## src/rtl/pwm_pkg.sv

```systemverilog
// Shared types and helpers for the PWM capture block.
//   PERIOD      : clocks per PWM window at the default data width
//   meas_state_e: measurement FSM states
//   drain_state_e: output drain FSM states
//   chan_w()    : channel-index width, never narrower than one bit
package pwm_pkg;

  localparam int DEF_DWIDTH = 8;
  localparam int PERIOD     = 2**DEF_DWIDTH;

  typedef enum logic {M_IDLE, M_MEASURE} meas_state_e;
  typedef enum logic {D_EMPTY, D_SEND}   drain_state_e;

  function automatic int chan_w(input int n);
    return (n > 1) ? $clog2(n) : 1;
  endfunction

endpackage

```

## src/rtl/pwm_meas_chan.sv

```systemverilog
// One PWM channel's high-time accumulator.
//   clk, rst : clock, synchronous active-high reset
//   clear_i  : zero the accumulator (new window)
//   en_i     : window is open, count this cycle's sample
//   pwm_i    : channel level
//   result_o : saturated count including the current sample
//   sat_o    : current sample brings the count to a full period
module pwm_meas_chan #(
  parameter int DWIDTH = 8
) (
  input  logic              clk,
  input  logic              rst,
  input  logic              clear_i,
  input  logic              en_i,
  input  logic              pwm_i,
  output logic [DWIDTH-1:0] result_o,
  output logic              sat_o
);

  logic [DWIDTH:0] acc_q, acc_d;

  // Result is taken from the next-state value so the hand-off edge
  // includes the final sample of the window.
  always_comb acc_d = acc_q + {{DWIDTH{1'b0}}, en_i & pwm_i};

  assign result_o = acc_d[DWIDTH] ? {DWIDTH{1'b1}} : acc_d[DWIDTH-1:0];
  assign sat_o    = en_i & acc_d[DWIDTH];

  always_ff @(posedge clk) begin
    if (rst)          acc_q <= '0;
    else if (clear_i) acc_q <= '0;
    else              acc_q <= acc_d;
  end

endmodule

```

## src/rtl/pwm_capture.sv

```systemverilog
// PWM capture: measures STAGE channels' high time over a 2^DWIDTH-clock
// window opened by frame_sync, then streams the words out channel 0 first.
//   clk, rst   : clock, synchronous active-high reset
//   frame_sync : starts (or restarts) a measurement window
//   pwm_in     : channel levels
//   out_data/out_chan/out_valid/out_ready : word stream handshake
//   frame_done : pulse after the last channel is accepted
//   overrun    : sticky, a finished frame was dropped during a drain
//   sat        : sticky per channel, channel high for the whole window
module pwm_capture
  import pwm_pkg::*;
#(
  parameter int DWIDTH = 8,
  parameter int STAGE  = 8
) (
  input  logic                      clk,
  input  logic                      rst,
  input  logic                      frame_sync,
  input  logic [STAGE-1:0]          pwm_in,
  output logic [DWIDTH-1:0]         out_data,
  output logic [chan_w(STAGE)-1:0]  out_chan,
  output logic                      out_valid,
  input  logic                      out_ready,
  output logic                      frame_done,
  output logic                      overrun,
  output logic [STAGE-1:0]          sat
);

  localparam int CW = chan_w(STAGE);

  meas_state_e              mst_q;
  logic [DWIDTH-1:0]        wcnt_q;
  logic                     meas_en, last, handoff;
  logic [STAGE-1:0][DWIDTH-1:0] res;
  logic [STAGE-1:0]         sat_p;

  drain_state_e             dst_q;
  logic [STAGE-1:0][DWIDTH-1:0] buf_q;
  logic [CW-1:0]            chan_q;
  logic                     valid_q, done_q, ovr_q;
  logic [STAGE-1:0]         sat_q;

  assign meas_en = (mst_q == M_MEASURE);
  assign last    = meas_en && (wcnt_q == {DWIDTH{1'b1}});
  assign handoff = last;

  for (genvar gi = 0; gi < STAGE; gi++) begin : g_chan
    pwm_meas_chan #(.DWIDTH(DWIDTH)) u_chan (
      .clk      (clk),
      .rst      (rst),
      .clear_i  (frame_sync),
      .en_i     (meas_en),
      .pwm_i    (pwm_in[gi]),
      .result_o (res[gi]),
      .sat_o    (sat_p[gi])
    );
  end

  // Measurement FSM. frame_sync always wins: it (re)opens the window even
  // on the last cycle, where the completed frame is still handed off.
  always_ff @(posedge clk) begin
    if (rst) begin
      mst_q  <= M_IDLE;
      wcnt_q <= '0;
    end else begin
      case (mst_q)
        M_IDLE: begin
          if (frame_sync) begin
            mst_q  <= M_MEASURE;
            wcnt_q <= '0;
          end
        end
        M_MEASURE: begin
          if (frame_sync) begin
            wcnt_q <= '0;
          end else if (last) begin
            mst_q  <= M_IDLE;
            wcnt_q <= '0;
          end else begin
            wcnt_q <= wcnt_q + 1'b1;
          end
        end
        default: mst_q <= M_IDLE;
      endcase
    end
  end

  // Drain FSM. A hand-off arriving while a frame is still draining (even on
  // its final acceptance cycle) is dropped and flagged.
  always_ff @(posedge clk) begin
    if (rst) begin
      dst_q   <= D_EMPTY;
      buf_q   <= '0;
      chan_q  <= '0;
      valid_q <= 1'b0;
      done_q  <= 1'b0;
      ovr_q   <= 1'b0;
      sat_q   <= '0;
    end else begin
      done_q <= 1'b0;
      sat_q  <= sat_q | sat_p;
      case (dst_q)
        D_EMPTY: begin
          if (handoff) begin
            buf_q   <= res;
            chan_q  <= '0;
            valid_q <= 1'b1;
            dst_q   <= D_SEND;
          end
        end
        D_SEND: begin
          if (handoff) ovr_q <= 1'b1;
          if (valid_q && out_ready) begin
            if (chan_q == CW'(STAGE-1)) begin
              chan_q  <= '0;
              valid_q <= 1'b0;
              done_q  <= 1'b1;
              dst_q   <= D_EMPTY;
            end else begin
              chan_q <= chan_q + 1'b1;
            end
          end
        end
        default: dst_q <= D_EMPTY;
      endcase
    end
  end

  assign out_data   = valid_q ? buf_q[chan_q] : '0;
  assign out_chan   = chan_q;
  assign out_valid  = valid_q;
  assign frame_done = done_q;
  assign overrun    = ovr_q;
  assign sat        = sat_q;

endmodule
```

## config.mk

```make
export PLATFORM = sky130hd
export DESIGN_NAME = pwm_capture
export DESIGN_NICKNAME = d
export VERILOG_FILES = /design/src/rtl/pwm_pkg.sv /design/src/rtl/pwm_meas_chan.sv /design/src/rtl/pwm_capture.sv
export SDC_FILE = /design/constraint.sdc
export NUM_CORES = 1
export LEC_CHECK = 0
export CAP_MARGIN = 40
export CORE_MARGIN = 4
export CORE_UTILIZATION = 60
export DETAILED_ROUTE_END_ITERATION = 7
export PLACE_DENSITY = 0.79
export SYNTH_ARGS = -nofsm -noshare
export SYNTH_HDL_FRONTEND = slang
export SYNTH_HIERARCHICAL = 1
export SYNTH_SLANG_ARGS = --single-unit
```

## constraint.sdc

```tcl
create_clock -name clk -period 2.25 [get_ports clk]
set_input_delay 0.45 -clock clk [delete_from_list [all_inputs] [get_ports clk]]
set_output_delay 0.45 -clock clk [all_outputs]
set_load 0.01 [all_outputs]
```

==> results of run 1 <==
==> through the flow <==
step	area (sq um)	util (%)	setup WS, ps	instances
global placement	8680	65.8	-158	1135
finish	9340	70.8	-118	1169
floorplan	8080	-	153	940
CTS	9310	70.6	-121	1169
global route	9340	70.8	-158	1169
detailed placement	8680	65.8	-198	1135
==> logic make-up (layout without fill, tap and decap cells) <==
family                     count (synthesis)  after routing  synth area share (%)
buffers and inverters                     83            136                  5.31
muxes                                     26             26                  5.72
DFF                                      160            160                  39.7
xor gates and xnor gates                  64             64                  7.59
AOI/OAI and AO/OA                        117            117                  9.57
adders and majority gates                 19             19                  2.94
and+or+nand+nor                          471            471                  29.2
==> path summary, 6_finish.rpt <==
check,from,endpoint,cells after the start
worst max-delay path,out_chan[0],out_data[3],5
worst max register to register,meas_en,buf_q[4],10
worst min register to register,overrun,overrun,2
worst min-delay path,rst,sat[2],2
==> synth_stat cells (11+ instances only) <==
library cell  count
buf_2            21
nand2_1         201
buf_6            11
nand3_1          50
a21oi_2          20
a21oi_1          56
nor2_1          123
clkbuf_1         23
inv_1            20
nand4_1          11
dfxtp_1         160
xor2_1           32
ha_1             19
mux4_2           16
xnor2_1          25
==> timing repair <==
action                                  4_1_cts  5_1_grt
endpoints found under the setup margin        9       15
gates cloned                                  1        1
resized for setup                            40        5
pin swaps                                     0        1
buffers inserted                              1        0
==> power by group <==
| part | switching [uW] | internal [uW] | total, uW |
|---|---|---|---|
| Clock | 1180 | 1800 | 2980 |
| Sequential | 5.15 | 2840 | 2840 |
| Combinational | 98.5 | 62.5 | 161 |
==> worst reg2reg max path: cells and delay by family (launching register included) <==
| family | cells | cell delay (ps) |
|---|---|---|
| adder cells (fa/ha/maj) | 2 | 420 |
| AND/OR/NAND/NOR | 4 | 520 |
| AO/OA/AOI/OAI | 2 | 450 |
| buffers and inverters | 2 | 310 |
| flip-flops | 1 | 350 |
==> flip-flops by register name (all words and copies together), names as in the netlist <==
signal               count
sat                      8
g_chan.u_chan/acc_q     72
overrun                  1
wcnt_q                   8
dst_q                    1
out_valid                1
meas_en                  1
frame_done               1
out_chan                 3
buf_q                   64
==> routing by layer <==
metal	vias up	share of wire, %	GRT usage [%]
met4	0	2.6	9.38
met3	37	4.8	5.36
met2	160	48	39.9
met1	3153	45	32.1
li1	3252	-	-
met5	-	0	0
==> area by class of cell <==
| type | count | area [sq um] | share of cell area, % |
|---|---|---|---|
| Clock inverter | 13 | 160 | 1.72 |
| Multi-Input combinational cell | 697 | 4480 | 48.0 |
| Timing Repair Buffer | 84 | 738 | 7.91 |
| Sequential cell | 160 | 3210 | 34.4 |
| Tap cell | 176 | 220 | 2.36 |
| Inverter | 20 | 75.1 | 0.804 |
| Clock buffer | 19 | 453 | 4.85 |
==> flow_summary.yaml, run 1 <==
timing:
  slew_headroom_pct: 53.3
  fin_setup_tns_ps: -461
  tightest_slew_ps: 701
  finalCritPeriodShare_pct: 105
  rsz0062_at_grt: "yes"
  hold_violations: 0
  fmax_ghz: 0.422
  skew_ps: 7.13
  slew_violations: 0
  min_period_ps: 2370
  hold_ws_ps: 429
  setup_viol: 7
  postLayoutSetupSlackWorst_ps: -118
synth:
  synth.distinct_cells: 56
  synth_nets: 971
  yosysWarningCount: 6
  async_flop_share_pct: 0
  synth_edf_count: 0
  seq_area_frac_synth_pct: 39.7
  yosys.area.top_type: "dfxtp_1"
  synth_seq_cells: 160
  avgSynthCellArea_sq_um: 8.59
  synth_area_leaders: "dfxtp_1 40%, nand2_1 9.3%, nor2_1 5.7%, mux4_2 4.5%, a21oi_1 3.5%"
  syn_area_sq_um: 8080
  ys.flop_type: "dfxtp_1"
  synthCells: 940
  yosys.area.top_type_share_pct: 39.7
critical_path:
  path_cells: "buf_12, mux4_2, mux2i_1, nor2b_1, buf_2"
  worst_setup_path_end_kind: "primary output"
  path_max_fanout: 7
  cp-start-kind: "flop"
  slowest_stage: "mux4_2"
  required_ps: 1800
  cp_num_buf_inv: 2
  arrival_ps: 1920
  cpPeakStageDelay_ps: 530
  reg2reg_setup_slack_ps: 140
  crit_type: "reg2out"
  path_delay_family: "multiplexers"
floorplan:
  fp.dieH_um: 124
  die_area_sq_um: 15400
  rows: 42
  core_sq_um: 13200
  die_x_um: 124
  io_pins: 34
  start_util_pct: 61.2
cts:
  insertion_delay_ps: 420
  clk_path_buf_depth: 2
  hold_buffers: 0
  htree_levels: 4
  cts_tree: "done"
  path_clk_slew_ps: 60
  clock-sinks: 160
  root_buffer: "clkbuf_16"
  cts_buffers: 17
final_layout:
  num-fill-cells: 1001
  diodes: 0
  final_cell_mix: "201 x nand2_1, 156 x dfxtp_1, 123 x nor2_1"
  layout.nets: 1011
  area_growth_pct: 15.6
  drive_above_1_share_pct: 19.1
  layout_commonest_cell: "nand2_1"
route:
  drtAntennaViolNets: 0
  routedWlPerCell_um: 15.8
  drc_errors: 0
  post_drt_via_cell_ratio: 5.65
  wirelength_mm: 18.5
  firstDrtPassIters: 5
  vias: 6602
  first_iter_violations: 530
run_status:
  status: "finished, violations left"
  violations: "setup timing"
power:
  power_uw: 5990
  power.leakage_uw: 0.00356
  irDropWorstVdd_uv: 525
  p_per_area_nw_per_um2: 641
global_route:
  grt_max_degree: 67
  grtUsageTotal_pct: 24.6
  antenna_found_initial: 0
  grt_pass1_vias: 6210
  grt_pass1_wl_mm: 29.6
  grt_overflow_total: 0
place:
  port-buffer-count: 33
  hpwlAfterDp_mm: 12.2
  globalplace.congestion: 0.817
job:
  maxCapViolCount: 0
min_path:
  hp-class: "in2reg"
No activity file was read; power rests on OpenSTA's default activity.
==> run 2, diff against run 1 <==
==> constraint.sdc (replaced) <==
create_clock -name clk -period 2.21 [get_ports clk]
set_input_delay 0.442 -clock clk [delete_from_list [all_inputs] [get_ports clk]]
set_output_delay 0.442 -clock clk [all_outputs]
set_load 0.01 [all_outputs]
==> run 2 against run 1 <==
The flow still finishes with violations (setup timing); global-route usage down 0.93 points; count of clock-buffer cells in the layout up 2; final area up 0.17%; clock skew up 1.1 ps; highest routed layer unchanged; final cell count down 0.34%; combinational power about the same.
==> flow_summary.yaml, run 2 (synthesis gave the netlist of run 1 again) <==
run_status:
  status: "finished, violations left"
  violations: "setup timing"
place:
  hpwlAfterDp_mm: 11.7
  dp_worst_setup_slack_ps: -233
  place_area_sq_um: 8670
  globalplace.congestion: 0.810
  port-buffer-count: 33
critical_path:
  r2r-start: "meas_en"
  arrival_ps: 1920
  cpPeakStageDelay_ps: 530
  required_ps: 1770
  reg2reg_setup_slack_ps: 80
  worst_setup_path_end_kind: "primary output"
  cp-start-kind: "flop"
  cp_num_buf_inv: 2
  r2r-end: "buf_q[38]"
  crit_type: "reg2out"
  path_delay_family: "multiplexers"
  slowest_stage: "mux4_2"
  path_max_fanout: 7
  path_cells: "buf_12, mux4_2, mux2i_2, nor2b_1, buf_2"
  reg2regPathDepth: 10
timing:
  tightest_slew_ps: 703
  fmax_ghz: 0.424
  setup_viol: 8
  min_period_ps: 2360
  finalCritPeriodShare_pct: 107
  slew_headroom_pct: 53.1
  postLayoutSetupSlackWorst_ps: -148
  skew_ps: 8.25
  hold_violations: 0
  slew_violations: 0
  rsz0062_at_grt: "yes"
route:
  drtAntennaViolNets: 0
  first_iter_violations: 515
  wirelength_mm: 17.7
  drc_errors: 0
  routedWlPerCell_um: 15.2
  vias: 6501
  firstDrtPassIters: 6
  post_drt_via_cell_ratio: 5.58
cts:
  path_clk_slew_ps: 60
  htree_levels: 4
  cts_buffers: 17
  insertion_delay_ps: 430
  clock-sinks: 160
  root_buffer: "clkbuf_16"
  cts_tree: "done"
  clk_path_buf_depth: 2
final_layout:
  layout.nets: 1009
  num-fill-cells: 968
  reg_top3: "g_chan.u_chan/acc_q: 72 flops, buf_q: 64 flops"
  drive_above_1_share_pct: 19.2
  area_growth_pct: 15.8
  final_area_sq_um: 9350
  diodes: 0
  fin_util_pct: 70.9
  layout_commonest_cell: "nand2_1"
  final_cell_mix: "200 x nand2_1, 156 x dfxtp_1, 123 x nor2_1"
  largest_register_ffs: 72
  top_register: "g_chan.u_chan/acc_q"
global_route:
  met3_usage_pct: 5.18
  antenna_found_initial: 1
  top_usage_layer: "met2"
  grt_overflow_total: 0
  grt_max_degree: 67
  grt_pass1_vias: 5935
  met1_usage_pct: 32.3
  use_met2_pct: 36.4
  grtUsageTotal_pct: 23.6
  grt_pass1_wl_mm: 28.7
min_path:
  hp-class: "in2reg"
  min_from: "rst"
  min_path_cells: 2
  hold_end: "buf_q[57]"
floorplan:
  start_util_pct: 61.2
  die_area_sq_um: 15400
  die_x_um: 124
  io_pins: 34
  rows: 42
  fp.dieH_um: 124
  core_sq_um: 13200
power:
  p_per_area_nw_per_um2: 646
  power.leakage_uw: 0.00355
  irDropWorstVdd_uv: 534
  power_uw: 6050
job:
  maxCapViolCount: 0
==> run 2: per-stage QoR <==
step           hold WS (ps)  setup TNS (ps)  instances
6_report                318            -937       1165
5_1_grt                 311           -1490       1165
4_1_cts                 304           -1070       1163
3_5_place_dp            438          -11120       1132
3_3_place_gp            435           -9170       1132
2_1_floorplan           429               0        940
==> run 2: layer usage <==
layer / wire length, um / vias up
met5: 0 / -
met2: 8240 / 124
met3: 693 / 35
li1: - / 3238
met4: 478 / 0
met1: 8250 / 3104
==> run 2: cell type report <==
cell class	instances	area (sq um)	area share [%]
inverters	20	75.1	0.803
clock inverters	9	134	1.43
multi-input cells	697	4510	48.2
clock buffers	21	460	4.92
repair buffers	82	743	7.95
well taps	176	220	2.35
flip-flops and latches	160	3210	34.3
==> run 2: worst max-delay path by stage <==
stage,start,to,slack [ps],depth (start not counted)
floorplan,out_chan[0],out_data[3],120,5
global placement,pwm_in[4],buf_q[35],-200,10
detailed placement,pwm_in[5],buf_q[43],-230,11
CTS,out_chan[0],out_data[2],-170,5
global route,out_chan[0],out_data[4],-220,5
finish,out_chan[0],out_data[2],-150,5
==> run 2: repair_timing <==
item / in CTS / in global routing
hold endpoints to repair: 0 / 0
pin swaps: 0 / 2
buffers inserted: 0 / 1
endpoints found under the setup margin: 9 / 37
gates cloned: 1 / 1
gates resized for setup: 40 / 13
hold buffers: 0 / 0
==> run 2: report_power, final <==
group | internal, uW | switching, uW | total, uW
registers | 2890 | 4.87 | 2890
clock network | 1820 | 1170 | 2990
logic | 62.7 | 97.3 | 160
==> run 3, diff against run 2 <==
==> constraint.sdc (replaced) <==
create_clock -name clk -period 2.9 [get_ports clk]
set_input_delay 0.58 -clock clk [delete_from_list [all_inputs] [get_ports clk]]
set_output_delay 0.58 -clock clk [all_outputs]
set_load 0.01 [all_outputs]
==> run 3 against run 2 <==
The flow now finishes without violations; register-to-register slack improved by 490 ps; count of clock-buffer cells in the layout fell by 1; sequential cell count unchanged; setup slack better by 200 ps; clock power down 23%; clock skew decreased by 1.4 ps; first-iteration DRC count down 14%; final cell count fell by 3.1%; combinational power decreased by 31%; sequential share of layout area increased by 1.3 points; highest routed layer unchanged.
==> flow_summary.yaml, run 3 (synthesis gave the netlist of run 1 again) <==
critical_path:
  worst_setup_path_end_kind: "primary output"
  cp-start-kind: "flop"
  path_cells: "buf_12, mux4_2, mux2i_1, nor2b_1, clkdlybuf4s50_1"
  path_delay_family: "multiplexers"
  crit_type: "reg2out"
  cp_num_buf_inv: 2
  reg2reg_setup_slack_ps: 570
  cpPeakStageDelay_ps: 510
  arrival_ps: 2260
  slowest_stage: "mux4_2"
  path_max_fanout: 10
  required_ps: 2320
place:
  dp_worst_setup_slack_ps: 166
  hpwlAfterDp_mm: 11.3
  globalplace.congestion: 0.844
  port-buffer-count: 33
route:
  routedWlPerCell_um: 14.8
  vias: 6267
  drc_errors: 0
  wirelength_mm: 16.8
  post_drt_via_cell_ratio: 5.55
  drtAntennaViolNets: 0
  first_iter_violations: 445
  firstDrtPassIters: 5
floorplan:
  die_x_um: 124
  fp.dieH_um: 124
  rows: 42
  start_util_pct: 61.2
  die_area_sq_um: 15400
  io_pins: 34
  core_sq_um: 13200
cts:
  cts_tree: "done"
  root_buffer: "clkbuf_16"
  insertion_delay_ps: 430
  htree_levels: 4
  hold_buffers: 0
  path_clk_slew_ps: 70
  cts_buffers: 17
  clk_path_buf_depth: 2
  clock-sinks: 160
  cts_setup_buffers: 0
timing:
  skew_ps: 6.87
  min_period_ps: 2840
  fmax_ghz: 0.352
  rsz0062_at_grt: "yes"
  finalCritPeriodShare_pct: 98.1
  slew_headroom_pct: 52.9
  postLayoutSetupSlackWorst_ps: 56.2
  hold_violations: 0
  tightest_slew_ps: 706
  slew_violations: 0
  setup_viol: 0
final_layout:
  area_growth_pct: 11.6
  largest_register_ffs: 72
  top_register: "g_chan.u_chan/acc_q"
  diodes: 0
  layout.nets: 971
  drive_above_1_share_pct: 14.0
  layout_commonest_cell: "nand2_1"
  reg_top3: "g_chan.u_chan/acc_q: 72 flops, buf_q: 64 flops"
  final_cell_mix: "201 x nand2_1, 158 x dfxtp_1, 123 x nor2_1"
power:
  pwr-share-comb_pct: 2.4
  intPower_uw: 3620
  irDropWorstVdd_uv: 688
  power.share.clock_pct: 49.9
  switching_share_pct: 21.6
  power_uw: 4620
  p_seq_share_pct: 47.7
  p_per_area_nw_per_um2: 513
  switchingPower_uw: 998
  power.leakage_uw: 0.00341
global_route:
  grtUsageTotal_pct: 23.2
  antenna_found_initial: 0
  grt_max_degree: 67
  grt_pass1_vias: 5663
  grt_overflow_total: 0
  grt_pass1_wl_mm: 27.9
min_path:
  hp-class: "reg2reg"
run_status:
  status: "finished clean"
job:
  maxCapViolCount: 0
## run 3: cell types whose count changed in the layout (fill, tap and decap cells not counted), moves of 2 or more
cell	change
dfxtp_1	+2
clkdlybuf4s50_1	+3
mux2i_2	-2
buf_4	-34
buf_2	-8
mux2i_1	+2
ha_1	+2
ha_2	-2
dlymetal6s2s_1	+5
buf_12	-3
## run 3: final timing paths
path	end	depth (start not counted)	start
max	out_data[1]	5	out_chan[0]
min reg2reg	buf_q[55]	2	buf_q[55]
min	buf_q[55]	2	buf_q[55]
max reg2reg	buf_q[5]	9	meas_en
## run 3: layout make-up
class | count | area, sq um
clock buffers | 20 | 447
clock inverters | 12 | 159
fillers | 1017 | 4180
inverters | 20 | 75.1
multi-input cells | 697 | 4450
flip-flops and latches | 160 | 3210
well taps | 176 | 220
repair buffers | 44 | 453
## run 3: worst min-delay path, cell delays in order, from the launching register on
cell	delay [ps]
dfxtp_1	310
nand2_1	50
a21oi_1	50
## run 3: power by group through the flow
stage               Sequential (uW)  Clock, uW  Combinational (uW)
floorplan                      2260          0                65.9
global placement               2250          0                 110
detailed placement             2250          0                 110
CTS                            2210       2340                 111
global route                   2200       2450                 123
finish                         2200       2300                 110
## run 3: metal layers
| layer | vias up | GRT usage, % | part of all wire (%) |
|---|---|---|---|
| met5 | - | 0 | 0 |
| met4 | 0 | 6.91 | 1.6 |
| met3 | 21 | 6.18 | 4.7 |
| met2 | 117 | 35.8 | 47 |
| met1 | 2958 | 32.0 | 47 |
| li1 | 3171 | - | - |
## run 3: metrics by stage
step | hold slack [ps] | setup TNS [ps] | area, sq um | util, % | std cells
after global routing | 475 | -13.8 | 9010 | 68.3 | 1129
final | 449 | 0 | 9010 | 68.3 | 1129
after global placement | 436 | 0 | 8360 | 63.4 | 1096
after detailed placement | 446 | 0 | 8360 | 63.4 | 1096
after CTS | 453 | 0 | 8970 | 68.0 | 1128
after floorplan | 429 | 0 | 8080 | - | 940
## run 3: timing repair
item,in CTS,in global routing
cloned,0,1
resized for setup,1,8
setup endpoints to repair,8,7
